### src/rtl/fetch_unit.sv
// Instruction fetch unit: sequential PC fetch with one-entry output register, stall, redirect and halt.
// Optional macro FETCH_ALIGN_CHECK_EN: reject misaligned redirects and raise a sticky align_err.
module fetch_unit #(
    parameter logic [9:0]  RESET_PC  = 10'd0,
    parameter logic [31:0] HALT_WORD = 32'hFFFFFFFF
) (
    input  logic        clk,
    input  logic        rst,
    output logic [9:0]  address,
    input  logic [31:0] instruction,
    input  logic        stall,
    input  logic        branch_taken,
    input  logic [9:0]  branch_target,
    output logic        out_valid,
    input  logic        out_ready,
    output logic [31:0] out_instr,
    output logic [9:0]  out_pc,
    output logic        halted,
    output logic        align_err
);

    localparam int unsigned AW = 10;
    localparam int unsigned DW = 32;

    typedef enum logic {
        ST_RUN    = 1'b0,
        ST_HALTED = 1'b1
    } state_e;

    state_e          state_q, state_d;
    logic [AW-1:0]   pc_q, pc_d;
    logic            out_valid_q, out_valid_d;
    logic [DW-1:0]   out_instr_q, out_instr_d;
    logic [AW-1:0]   out_pc_q, out_pc_d;
    logic            capture_c;
`ifdef FETCH_ALIGN_CHECK_EN
    logic            align_err_q, align_err_d;
`endif

    // A new word may enter the output register only when the slot is free or being drained.
    assign capture_c = (state_q == ST_RUN) && !stall && !branch_taken
                       && (!out_valid_q || out_ready);

    // Next-state logic: redirect beats everything, then capture, then drain.
    always_comb begin
        state_d     = state_q;
        pc_d        = pc_q;
        out_valid_d = out_valid_q;
        out_instr_d = out_instr_q;
        out_pc_d    = out_pc_q;
`ifdef FETCH_ALIGN_CHECK_EN
        align_err_d = align_err_q;
`endif
        if (branch_taken) begin
`ifdef FETCH_ALIGN_CHECK_EN
            if (branch_target[1:0] != 2'b00) begin
                align_err_d = 1'b1;
            end else begin
                pc_d        = branch_target;
                out_valid_d = 1'b0;
                state_d     = ST_RUN;
            end
`else
            pc_d        = branch_target & ~AW'(3);
            out_valid_d = 1'b0;
            state_d     = ST_RUN;
`endif
        end else if (capture_c) begin
            out_instr_d = instruction;
            out_pc_d    = pc_q;
            out_valid_d = 1'b1;
            // The halt word is delivered but fetch stops on it.
            if (instruction == HALT_WORD) begin
                state_d = ST_HALTED;
            end else begin
                pc_d = pc_q + AW'(4);
            end
        end else if (out_valid_q && out_ready) begin
            out_valid_d = 1'b0;
        end
    end

    always_ff @(posedge clk) begin
        if (rst) begin
            state_q     <= ST_RUN;
            pc_q        <= RESET_PC;
            out_valid_q <= 1'b0;
            out_instr_q <= '0;
            out_pc_q    <= '0;
`ifdef FETCH_ALIGN_CHECK_EN
            align_err_q <= 1'b0;
`endif
        end else begin
            state_q     <= state_d;
            pc_q        <= pc_d;
            out_valid_q <= out_valid_d;
            out_instr_q <= out_instr_d;
            out_pc_q    <= out_pc_d;
`ifdef FETCH_ALIGN_CHECK_EN
            align_err_q <= align_err_d;
`endif
        end
    end

    assign address   = pc_q;
    assign out_valid = out_valid_q;
    assign out_instr = out_instr_q;
    assign out_pc    = out_pc_q;
    assign halted    = (state_q == ST_HALTED);
`ifdef FETCH_ALIGN_CHECK_EN
    assign align_err = align_err_q;
`else
    assign align_err = 1'b0;
`endif

endmodule

### config.mk
export PLATFORM = sky130hd
export DESIGN_NAME = fetch_unit
export DESIGN_NICKNAME = d
export VERILOG_FILES = /design/src/rtl/fetch_unit.sv
export SDC_FILE = /design/constraint.sdc
export NUM_CORES = 1
export LEC_CHECK = 0
export ABC_AREA = 1
export BUFFER_PORTS_ARGS = -buffer_cell sky130_fd_sc_hd__buf_2
export CAP_MARGIN = 30
export CORE_MARGIN = 2
export CORE_UTILIZATION = 42
export DETAILED_ROUTE_END_ITERATION = 6
export PLACE_DENSITY = 0.77
export REMOVE_ABC_BUFFERS = 1
export SETUP_SLACK_MARGIN = 0.2
export SYNTH_ARGS = -nofsm -noshare
export SYNTH_HDL_FRONTEND = slang
export SYNTH_SLANG_ARGS = --single-unit
### constraint.sdc
create_clock -name clk -period 1.2 [get_ports clk]
set_input_delay 0.24 -clock clk [delete_from_list [all_inputs] [get_ports clk]]
set_output_delay 0.24 -clock clk [all_outputs]
set_load 0.005 [all_outputs]
==> flow_summary.json, run 1 <==
{
  "ys.flop_type": "dfxtp_1",
  "routed_wl_mm": 9.56,
  "routedWlPerCell_um": 18.5,
  "grt_first_pass_wirelength_mm": 9.89,
  "synthesis.area_sq_um": 2270,
  "clock_skew_ns": 0.0128,
  "crit_arrival_ns": 1.55,
  "rows": 26,
  "synthAdderAreaFrac": 0.00551,
  "drc": 0,
  "start_util": 0.439,
  "place_area_sq_um": 2850,
  "clk_pin_slew_worst_paths_ns": 0.10,
  "place_congestion": 0.873,
  "vias_per_cell": 5.50,
  "synth.avg_cell_area_sq_um": 7.30,
  "ir_drop_v": 0.000659,
  "clk_latency_ns": 0.30,
  "hold_buffers": 0,
  "pre_cts_ws_ns": -0.121,
  "coreArea_sq_um": 5170,
  "rsz0062_at_grt": "yes",
  "start_kind": "flip-flop",
  "io_pins": 102,
  "synthMuxAreaShare": 0.00441,
  "dr.pass1.iters": 5,
  "power.density_nw_per_um2": 954,
  "grt_max_degree": 33,
  "antenna_found_initial": 1,
  "cp-end-kind": "flip-flop",
  "first_iter_violations": 177,
  "synthXorXnorAreaFrac": 0.00386,
  "fmax_ghz": 0.756,
  "cts_sinks": 50,
  "tritoncts": "yes",
  "seq_area_frac_synth": 0.441,
  "cpPeakStageDelay_ns": 0.36,
  "maxSlewViolCount": 0,
  "outcome": "finished with violations",
  "worstPathMaxFanout": 8,
  "ctsHtreeMaxLevel": 2,
  "die_h_um": 77.5,
  "synth_edf_count": 0,
  "finalPower_mw": 3.82,
  "synth_cells": 311,
  "drt.antenna.violating_nets": 0,
  "drive_gt1_frac": 0.684,
  "die_w_um": 77.5,
  "track_usage": 0.206,
  "syn2layout_area_growth_pct": 76.4,
  "finalSetupViolCount": 41,
  "fin_tns_setup_ns": -2.12,
  "ys_warn_count": 0,
  "critPathTopFamily": "buffers and inverters",
  "port_buffers": 94,
  "power_leakage_nw": 1.89,
  "vias": 2845,
  "crit_type": "reg -> reg",
  "post-route-period-util": 1.10,
  "hold_class": "in -> reg",
  "nets": 493,
  "hold_slack_ns": 0.175,
  "clk_path_buf_depth": 2,
  "cp.required_ns": 1.42,
  "min_period_ns": 1.32,
  "fillers": 290,
  "synth_top_family_by_area": "simple AND/OR/NAND/NOR gates",
  "dp.final_hpwl_mm": 4.29,
  "ys_async_sr_fraction": 0,
  "cts_buffers": 5,
  "finalHoldViolations": 0,
  "setup_ws_ns": -0.122,
  "overflow": 0,
  "cts-root-buf": "clkbuf_8",
  "fin_area_sq_um": 4010,
  "synth_compound_area_frac": 0.123,
  "grt_pass1_vias": 2169,
  "die-area_sq_um": 6010,
  "violations": "setup timing",
  "cp_slowest_cell": "dfxtp_2",
  "crit_buf_inv": 3,
  "synth-simple-area-share": 0.334,
  "synth_cell_types": 28,
  "max-cap-violations": 0,
  "ys_ff_latch": 50,
  "path_cells": "nor2_4, nand3_4, clkinv_8, buf_6, buf_12, nand2_4, a21oi_2"
}
## where the power goes
group	switching [mW]	total, mW	internal (mW)
Combinational	0.510	0.973	0.463
Clock	0.565	1.03	0.464
Sequential	0.0641	1.82	1.75
Total	1.14	3.82	2.68
## layout by cell type, fill, tap and decap left out, types with 2 or more instances in the layout
| cell | instances |
|---|---|
| buf_2 | 77 |
| nand2_1 | 76 |
| dfxtp_2 | 46 |
| nand2_4 | 33 |
| a21oi_2 | 32 |
| buf_4 | 27 |
| buf_6 | 26 |
| nand2_2 | 17 |
| nor2_1 | 14 |
| a21oi_1 | 13 |
| nor2_2 | 11 |
| nand3_1 | 11 |
| inv_1 | 8 |
| clkbuf_8 | 6 |
| buf_12 | 6 |
| conb_1 | 5 |
| o21ai_0 | 4 |
| nand3_2 | 3 |
| o21ai_1 | 3 |
| dfxtp_4 | 3 |
| clkbuf_16 | 3 |
| nor2_4 | 2 |
| nand3_4 | 2 |
| nand2_8 | 2 |
| nand4_1 | 2 |
| buf_16 | 2 |
| buf_8 | 2 |
## cells by family (layout without fill, tap and decap cells)
group / after synthesis / in the layout
and+or+nand+nor: 174 / 174
AOI/OAI and AO/OA: 53 / 53
DFF: 50 / 50
buffers and inverters: 30 / 161
adders and majority gates: 1 / 1
other: 1 / 6
xor gates and xnor gates: 1 / 1
muxes: 1 / 1
## worst register-to-register path, cell delays in order (launching register included)
cell and delay (ns):
dfxtp_2 0.36, nor2_4 0.12, nand3_4 0.16, clkinv_8 0.14
buf_6 0.13, buf_12 0.14, nand2_4 0.05, a21oi_2 0.14
## sequential cells by signal, indices dropped and copies added (netlist names)
signal,cells
out_instr,32
address,8
out_pc,8
halted,1
out_valid,1
## repair_timing
item                       4_1_cts  5_1_grt
buffers inserted                 9       14
resized for setup               43      171
gates cloned                     2        4
setup endpoints to repair       67      100
pin swaps                        6       23
## cells in the mapped netlist (6+ instances only)
cell type    n  area share
nand2_1    123        0.20
dfxtp_1     50        0.44
a21oi_1     42       0.093
nor2_1      18       0.030
nand3_1     12       0.026
inv_1        8       0.013
nor2_2       8       0.022
buf_4        7       0.023
buf_6        7       0.035
o21ai_0      6       0.013
## final timing paths
kind,slack (ns),from,to,cells after the start
hold / removal,0.17,instruction[12],out_instr[12],3
setup reg to reg,-0.12,halted,out_pc[6],7
hold reg to reg,0.47,out_instr[6],out_instr[6],2
setup / recovery,-0.12,halted,out_pc[6],7
## through the flow
| stage | utilization | cells |
|---|---|---|
| final | 0.774 | 517 |
| after global routing | 0.774 | 517 |
| after CTS | 0.621 | 498 |
| after detailed placement | 0.551 | 479 |
| after global placement | 0.551 | 479 |
| after floorplan | - | 295 |
## per-layer routing
metal  global-route usage  vias up  share of wire  routed length [um]
met5                    0        -              0                   0
met4               0.0589        0          0.040                 386
met3               0.0500       39          0.058                 550
met2                0.353      162           0.52                5000
met1                0.257     1386           0.38                3620
li1                     -     1258              -                   -
## cell type report
| class | count | area, sq um | share of cell area |
|---|---|---|---|
| diodes | 1 | 2.50 | 0.000625 |
| clock buffers | 6 | 82.6 | 0.0206 |
| clock inverters | 2 | 12.5 | 0.00312 |
| inverters | 10 | 52.6 | 0.0131 |
| multi-input cells | 235 | 1540 | 0.384 |
| flip-flops and latches | 50 | 1070 | 0.267 |
| well taps | 70 | 87.6 | 0.0219 |
| repair buffers | 143 | 1160 | 0.290 |
No activity file was read; power rests on OpenSTA's default activity.
==> run 2, diff against run 1 <==
--- a/config.mk
+++ b/config.mk
@@ -9,9 +9,9 @@
 export BUFFER_PORTS_ARGS = -buffer_cell sky130_fd_sc_hd__buf_2
 export CAP_MARGIN = 30
 export CORE_MARGIN = 2
-export CORE_UTILIZATION = 42
+export CORE_UTILIZATION = 30
 export DETAILED_ROUTE_END_ITERATION = 6
-export PLACE_DENSITY = 0.77
+export PLACE_DENSITY = 0.59
 export REMOVE_ABC_BUFFERS = 1
 export SETUP_SLACK_MARGIN = 0.2
 export SYNTH_ARGS = -nofsm -noshare
==> run 2 against run 1 <==
The run now ends clean. Clock skew is 0.0078 ns lower. Worst setup slack better by 0.13 ns. Die area is 38% higher. Largest cell class unchanged. Largest power group unchanged. Highest routed layer unchanged.
==> flow_summary.json, run 2 (synthesis results as in run 1) <==
{
  "rows": 31,
  "final_common_cell": "nand2_1",
  "finalHoldViolations": 0,
  "maxSlewViolCount": 0,
  "seq_power_share": 0.502,
  "largest_register_ffs": 32,
  "grt_first_pass_wirelength_mm": 10.6,
  "min_to": "out_instr[28]",
  "antenna_found_initial": 0,
  "clk_path_buf_depth": 2,
  "clk_pin_slew_worst_paths_ns": 0.09,
  "routed_wl_mm": 6.76,
  "power.density_nw_per_um2": 999,
  "r2r_slack_ns": 0.02,
  "start_kind": "flip-flop",
  "min_period_ns": 1.19,
  "rr_endpoint": "address[6]",
  "cp.required_ns": 0.96,
  "first_iter_violations": 48,
  "outcome": "finished, final reports clean",
  "hp-start": "instruction[28]",
  "grt_max_degree": 24,
  "vias_per_cell": 4.46,
  "max-cap-violations": 0,
  "drc": 0,
  "post-route-period-util": 0.993,
  "min_path_cells": 3,
  "io_pins": 102,
  "r2r-start": "address[2]",
  "power.internal_mw": 2.60,
  "hold_class": "in -> reg",
  "grt_pass1_vias": 2209,
  "cts_buffers": 5,
  "fin_tns_setup_ns": 0,
  "combPwrFrac": 0.210,
  "die_w_um": 91.0,
  "die-area_sq_um": 8280,
  "hold_buffers": 0,
  "overflow": 0,
  "syn2layout_area_growth_pct": 58.7,
  "ir_drop_v": 0.000471,
  "finalPower_mw": 3.60,
  "rsz0062_at_grt": "yes",
  "place_area_sq_um": 2940,
  "ctsHtreeMaxLevel": 2,
  "clock_skew_ns": 0.00498,
  "diodes": 0,
  "cts_sinks": 50,
  "start_util": 0.311,
  "die_h_um": 91.0,
  "nets": 484,
  "cts-root-buf": "clkbuf_8",
  "drt.antenna.violating_nets": 0,
  "crit_arrival_ns": 0.95,
  "clk_latency_ns": 0.30,
  "finalSetupViolCount": 0,
  "crit_type": "reg -> out",
  "tritoncts": "yes",
  "fmax_ghz": 0.839,
  "drive_gt1_frac": 0.577,
  "port_buffers": 94,
  "place_congestion": 0.847,
  "dp.final_hpwl_mm": 4.53,
  "track_usage": 0.159,
  "routedWlPerCell_um": 12.6,
  "worstPathMaxFanout": 5,
  "dr.pass1.iters": 4,
  "vias": 2392,
  "power_leakage_nw": 1.61,
  "layout_common_cells": "nand2_1 (112), buf_2 (72), dfxtp_2 (44), buf_6 (31)",
  "clock_power_share": 0.288,
  "power.switching_mw": 1.00,
  "coreArea_sq_um": 7290,
  "switching_share": 0.278,
  "fin_area_sq_um": 3600,
  "cp-end-kind": "output pin",
  "r2r_cells": 8
}
-- run 2: changes by cell type in the layout (fill, tap and decap cells not counted), moves of 5 or more --
| cell | before | now |
|---|---|---|
| a21oi_1 | 13 | 19 |
| nand2_4 | 33 | 5 |
| buf_6 | 26 | 31 |
| nand2_1 | 76 | 112 |
| buf_2 | 77 | 72 |
| nand2_2 | 17 | 11 |
| a21oi_2 | 32 | 26 |
-- run 2: worst max-delay path, stage by stage (launching register included) --
cell	delay [ns]
dfxtp_1	0.38
buf_4	0.16
buf_2	0.11
-- run 2: timing repair --
item / CTS / global route
buffers inserted: 10 / 6
gates resized for setup: 65 / 69
setup endpoints to repair: 86 / 100
pin swaps: 5 / 11
gates cloned: 1 / 0
-- run 2: worst max path at each step --
stage / from / end / slack (ns)
after floorplan: halted / address[4] / -0.36
after global placement: instruction[25] / address[9] / -0.12
after detailed placement: instruction[25] / address[9] / -0.14
after CTS: address[3] / address[6] / 0.03
after global routing: address[2] / address[6] / -0.08
final: address[6] / address[6] / 0.008
-- run 2: layout make-up --
class                           count  area [sq um]
Fill cell                         782          3690
Multi-Input combinational cell    235          1250
Sequential cell                    50          1070
Timing Repair Buffer              134          1010
Tap cell                           99           124
Clock buffer                        6          82.6
Inverter                           10          47.5
Clock inverter                      2          12.5
-- run 2: power groups by stage --
| stage | logic (mW) | clock network [mW] | registers [mW] |
|---|---|---|---|
| CTS | 0.679 | 1.06 | 1.80 |
| global route | 0.834 | 1.16 | 1.82 |
| floorplan | 0.221 | 0 | 1.85 |
| global placement | 0.564 | 0 | 1.83 |
| detailed placement | 0.571 | 0 | 1.83 |
| finish | 0.757 | 1.04 | 1.81 |
-- run 2: metrics by stage --
step / instances / worst slack [ns] / util / hold WS (ns)
floorplan: 295 / -0.360 / - / 0.302
global placement: 511 / -0.124 / 0.403 / 0.449
detailed placement: 511 / -0.138 / 0.403 / 0.454
CTS: 530 / 0.0286 / 0.456 / 0.170
global route: 536 / -0.0788 / 0.494 / 0.160
finish: 536 / 0.00840 / 0.494 / 0.174
-- run 2: per-layer routing --
layer / track usage / wire length [um] / vias to the layer above
li1: - / - / 1231
met1: 0.210 / 3140 / 1095
met2: 0.262 / 3250 / 61
met3: 0.0373 / 314 / 5
met4: 0.0391 / 55 / 0
met5: 0 / 0 / -
==> run 3, diff against run 2 <==
--- a/config.mk
+++ b/config.mk
@@ -7,10 +7,10 @@
 export LEC_CHECK = 0
 export ABC_AREA = 1
 export BUFFER_PORTS_ARGS = -buffer_cell sky130_fd_sc_hd__buf_2
-export CAP_MARGIN = 30
 export CORE_MARGIN = 2
 export CORE_UTILIZATION = 30
 export DETAILED_ROUTE_END_ITERATION = 6
+export MAX_ROUTING_LAYER = met4
 export PLACE_DENSITY = 0.59
 export REMOVE_ABC_BUFFERS = 1
 export SETUP_SLACK_MARGIN = 0.2
==> run 3 against run 2 <==
Final cell count did not move. Total power shrank 0.27%. Via count increased by 0.75%. Sequential share of layout area is 0.20 points higher. Die area stayed put. Sequential cell count did not move. Global-route usage is 0.45 points higher. Worst setup slack barely moved. Hold slack improved by 0.00066 ns. Combinational power shrank 0.8%. Largest cell class unchanged. Highest routed layer unchanged.
==> flow_summary.json, run 3 (synthesis results as in run 1) <==
{
  "outcome": "finished, final reports clean",
  "clk_pin_slew_worst_paths_ns": 0.09,
  "syn2layout_area_growth_pct": 57.7,
  "vias_per_cell": 4.50,
  "track_usage": 0.163,
  "pre_cts_ws_ns": -0.138,
  "routed_wl_mm": 6.74,
  "rr_endpoint": "address[6]",
  "cts_sinks": 50,
  "clock_skew_ns": 0.00394,
  "finalHoldViolations": 0,
  "grt_max_degree": 24,
  "hold_class": "in -> reg",
  "diodes": 0,
  "cp.required_ns": 0.96,
  "worstPathMaxFanout": 5,
  "tritoncts": "yes",
  "r2r_cells": 8,
  "first_iter_violations": 57,
  "place_congestion": 0.860,
  "grt_first_pass_wirelength_mm": 10.6,
  "clk_latency_ns": 0.30,
  "die_h_um": 91.0,
  "maxSlewViolCount": 0,
  "layout_common_cells": "nand2_1 (115), buf_2 (72), dfxtp_2 (44), buf_6 (31), buf_4 (26)",
  "vias": 2410,
  "ctsHtreeMaxLevel": 2,
  "drc": 0,
  "drt.antenna.violating_nets": 0,
  "crit_type": "reg -> out",
  "setup_ws_ns": 0.00846,
  "rows": 31,
  "dpl.cell_count": 511,
  "power_leakage_nw": 1.59,
  "largest_register_ffs": 32,
  "port_buffers": 94,
  "min_path_cells": 3,
  "hold_buffers": 0,
  "min_period_ns": 1.19,
  "grt_pass1_vias": 2210,
  "power.density_nw_per_um2": 1000,
  "finalPower_mw": 3.59,
  "fmax_ghz": 0.839,
  "cts_buffers": 5,
  "overflow": 0,
  "cts-root-buf": "clkbuf_8",
  "nets": 484,
  "final_common_cell": "nand2_1",
  "coreArea_sq_um": 7290,
  "clk_path_buf_depth": 2,
  "rsz0062_at_grt": "yes",
  "drive_gt1_frac": 0.563,
  "io_pins": 102,
  "dr.pass1.iters": 4,
  "start_kind": "flip-flop",
  "dp.final_hpwl_mm": 4.53,
  "hold_slack_ns": 0.175,
  "hp-start": "instruction[28]",
  "die_w_um": 91.0,
  "post-route-period-util": 0.993,
  "max-cap-violations": 0,
  "fin_cells": 536,
  "min_to": "out_instr[28]",
  "antenna_found_initial": 0,
  "die-area_sq_um": 8280,
  "routedWlPerCell_um": 12.6,
  "start_util": 0.311,
  "r2r-start": "address[2]",
  "r2r_slack_ns": 0.02,
  "cp-end-kind": "output pin",
  "finalSetupViolCount": 0,
  "crit_arrival_ns": 0.95,
  "ir_drop_v": 0.000471
}
## run 3: where the power goes
group          leakage, nW  internal [mW]  switching (mW)
logic                 1.11          0.384           0.367
clock network       0.0472          0.465           0.568
registers            0.431           1.75          0.0576
## run 3: worst max path at each step
stage                         start          to  depth (start not counted)
floorplan                    halted  address[4]                          8
global placement    instruction[25]  address[9]                         10
detailed placement  instruction[25]  address[9]                         10
CTS                      address[3]  address[6]                          8
global route             address[2]  address[6]                          8
finish                   address[6]  address[6]                          2
## run 3: repair_timing
item,CTS,global route
gates resized for setup,65,62
cloned,1,0
pin swaps,5,11
buffers inserted,10,6
setup endpoints to repair,86,100
## run 3: stage by stage
| stage | TNS [ns] | utilization | area (sq um) |
|---|---|---|---|
| 2_1_floorplan | -10.65 | - | 2130 |
| 4_1_cts | 0 | 0.456 | 3320 |
| 3_5_place_dp | -1.29 | 0.403 | 2940 |
| 3_3_place_gp | -0.743 | 0.403 | 2940 |
| 5_1_grt | -0.872 | 0.491 | 3580 |
| 6_report | 0 | 0.491 | 3580 |
## run 3: area by class of cell
cell class                      instances  area (sq um)
Clock inverter                          2          12.5
Inverter                               10          47.5
Sequential cell                        50          1070
Multi-Input combinational cell        235          1230
Tap cell                               99           124
Timing Repair Buffer                  134          1010
Clock buffer                            6          82.6
Fill cell                             777          3710
## run 3: worst max-delay path, stage by stage, from the launching register on
cell	delay, ns
dfxtp_1	0.38
buf_4	0.16
buf_2	0.11
## run 3: metal layers
metal / part of all wire / track usage / vias up
met5: 0 / - / -
met2: 0.48 / 0.260 / 63
met4: 0.0088 / 0.0391 / 0
li1: - / - / 1230
met3: 0.047 / 0.0357 / 5
met1: 0.46 / 0.212 / 1112
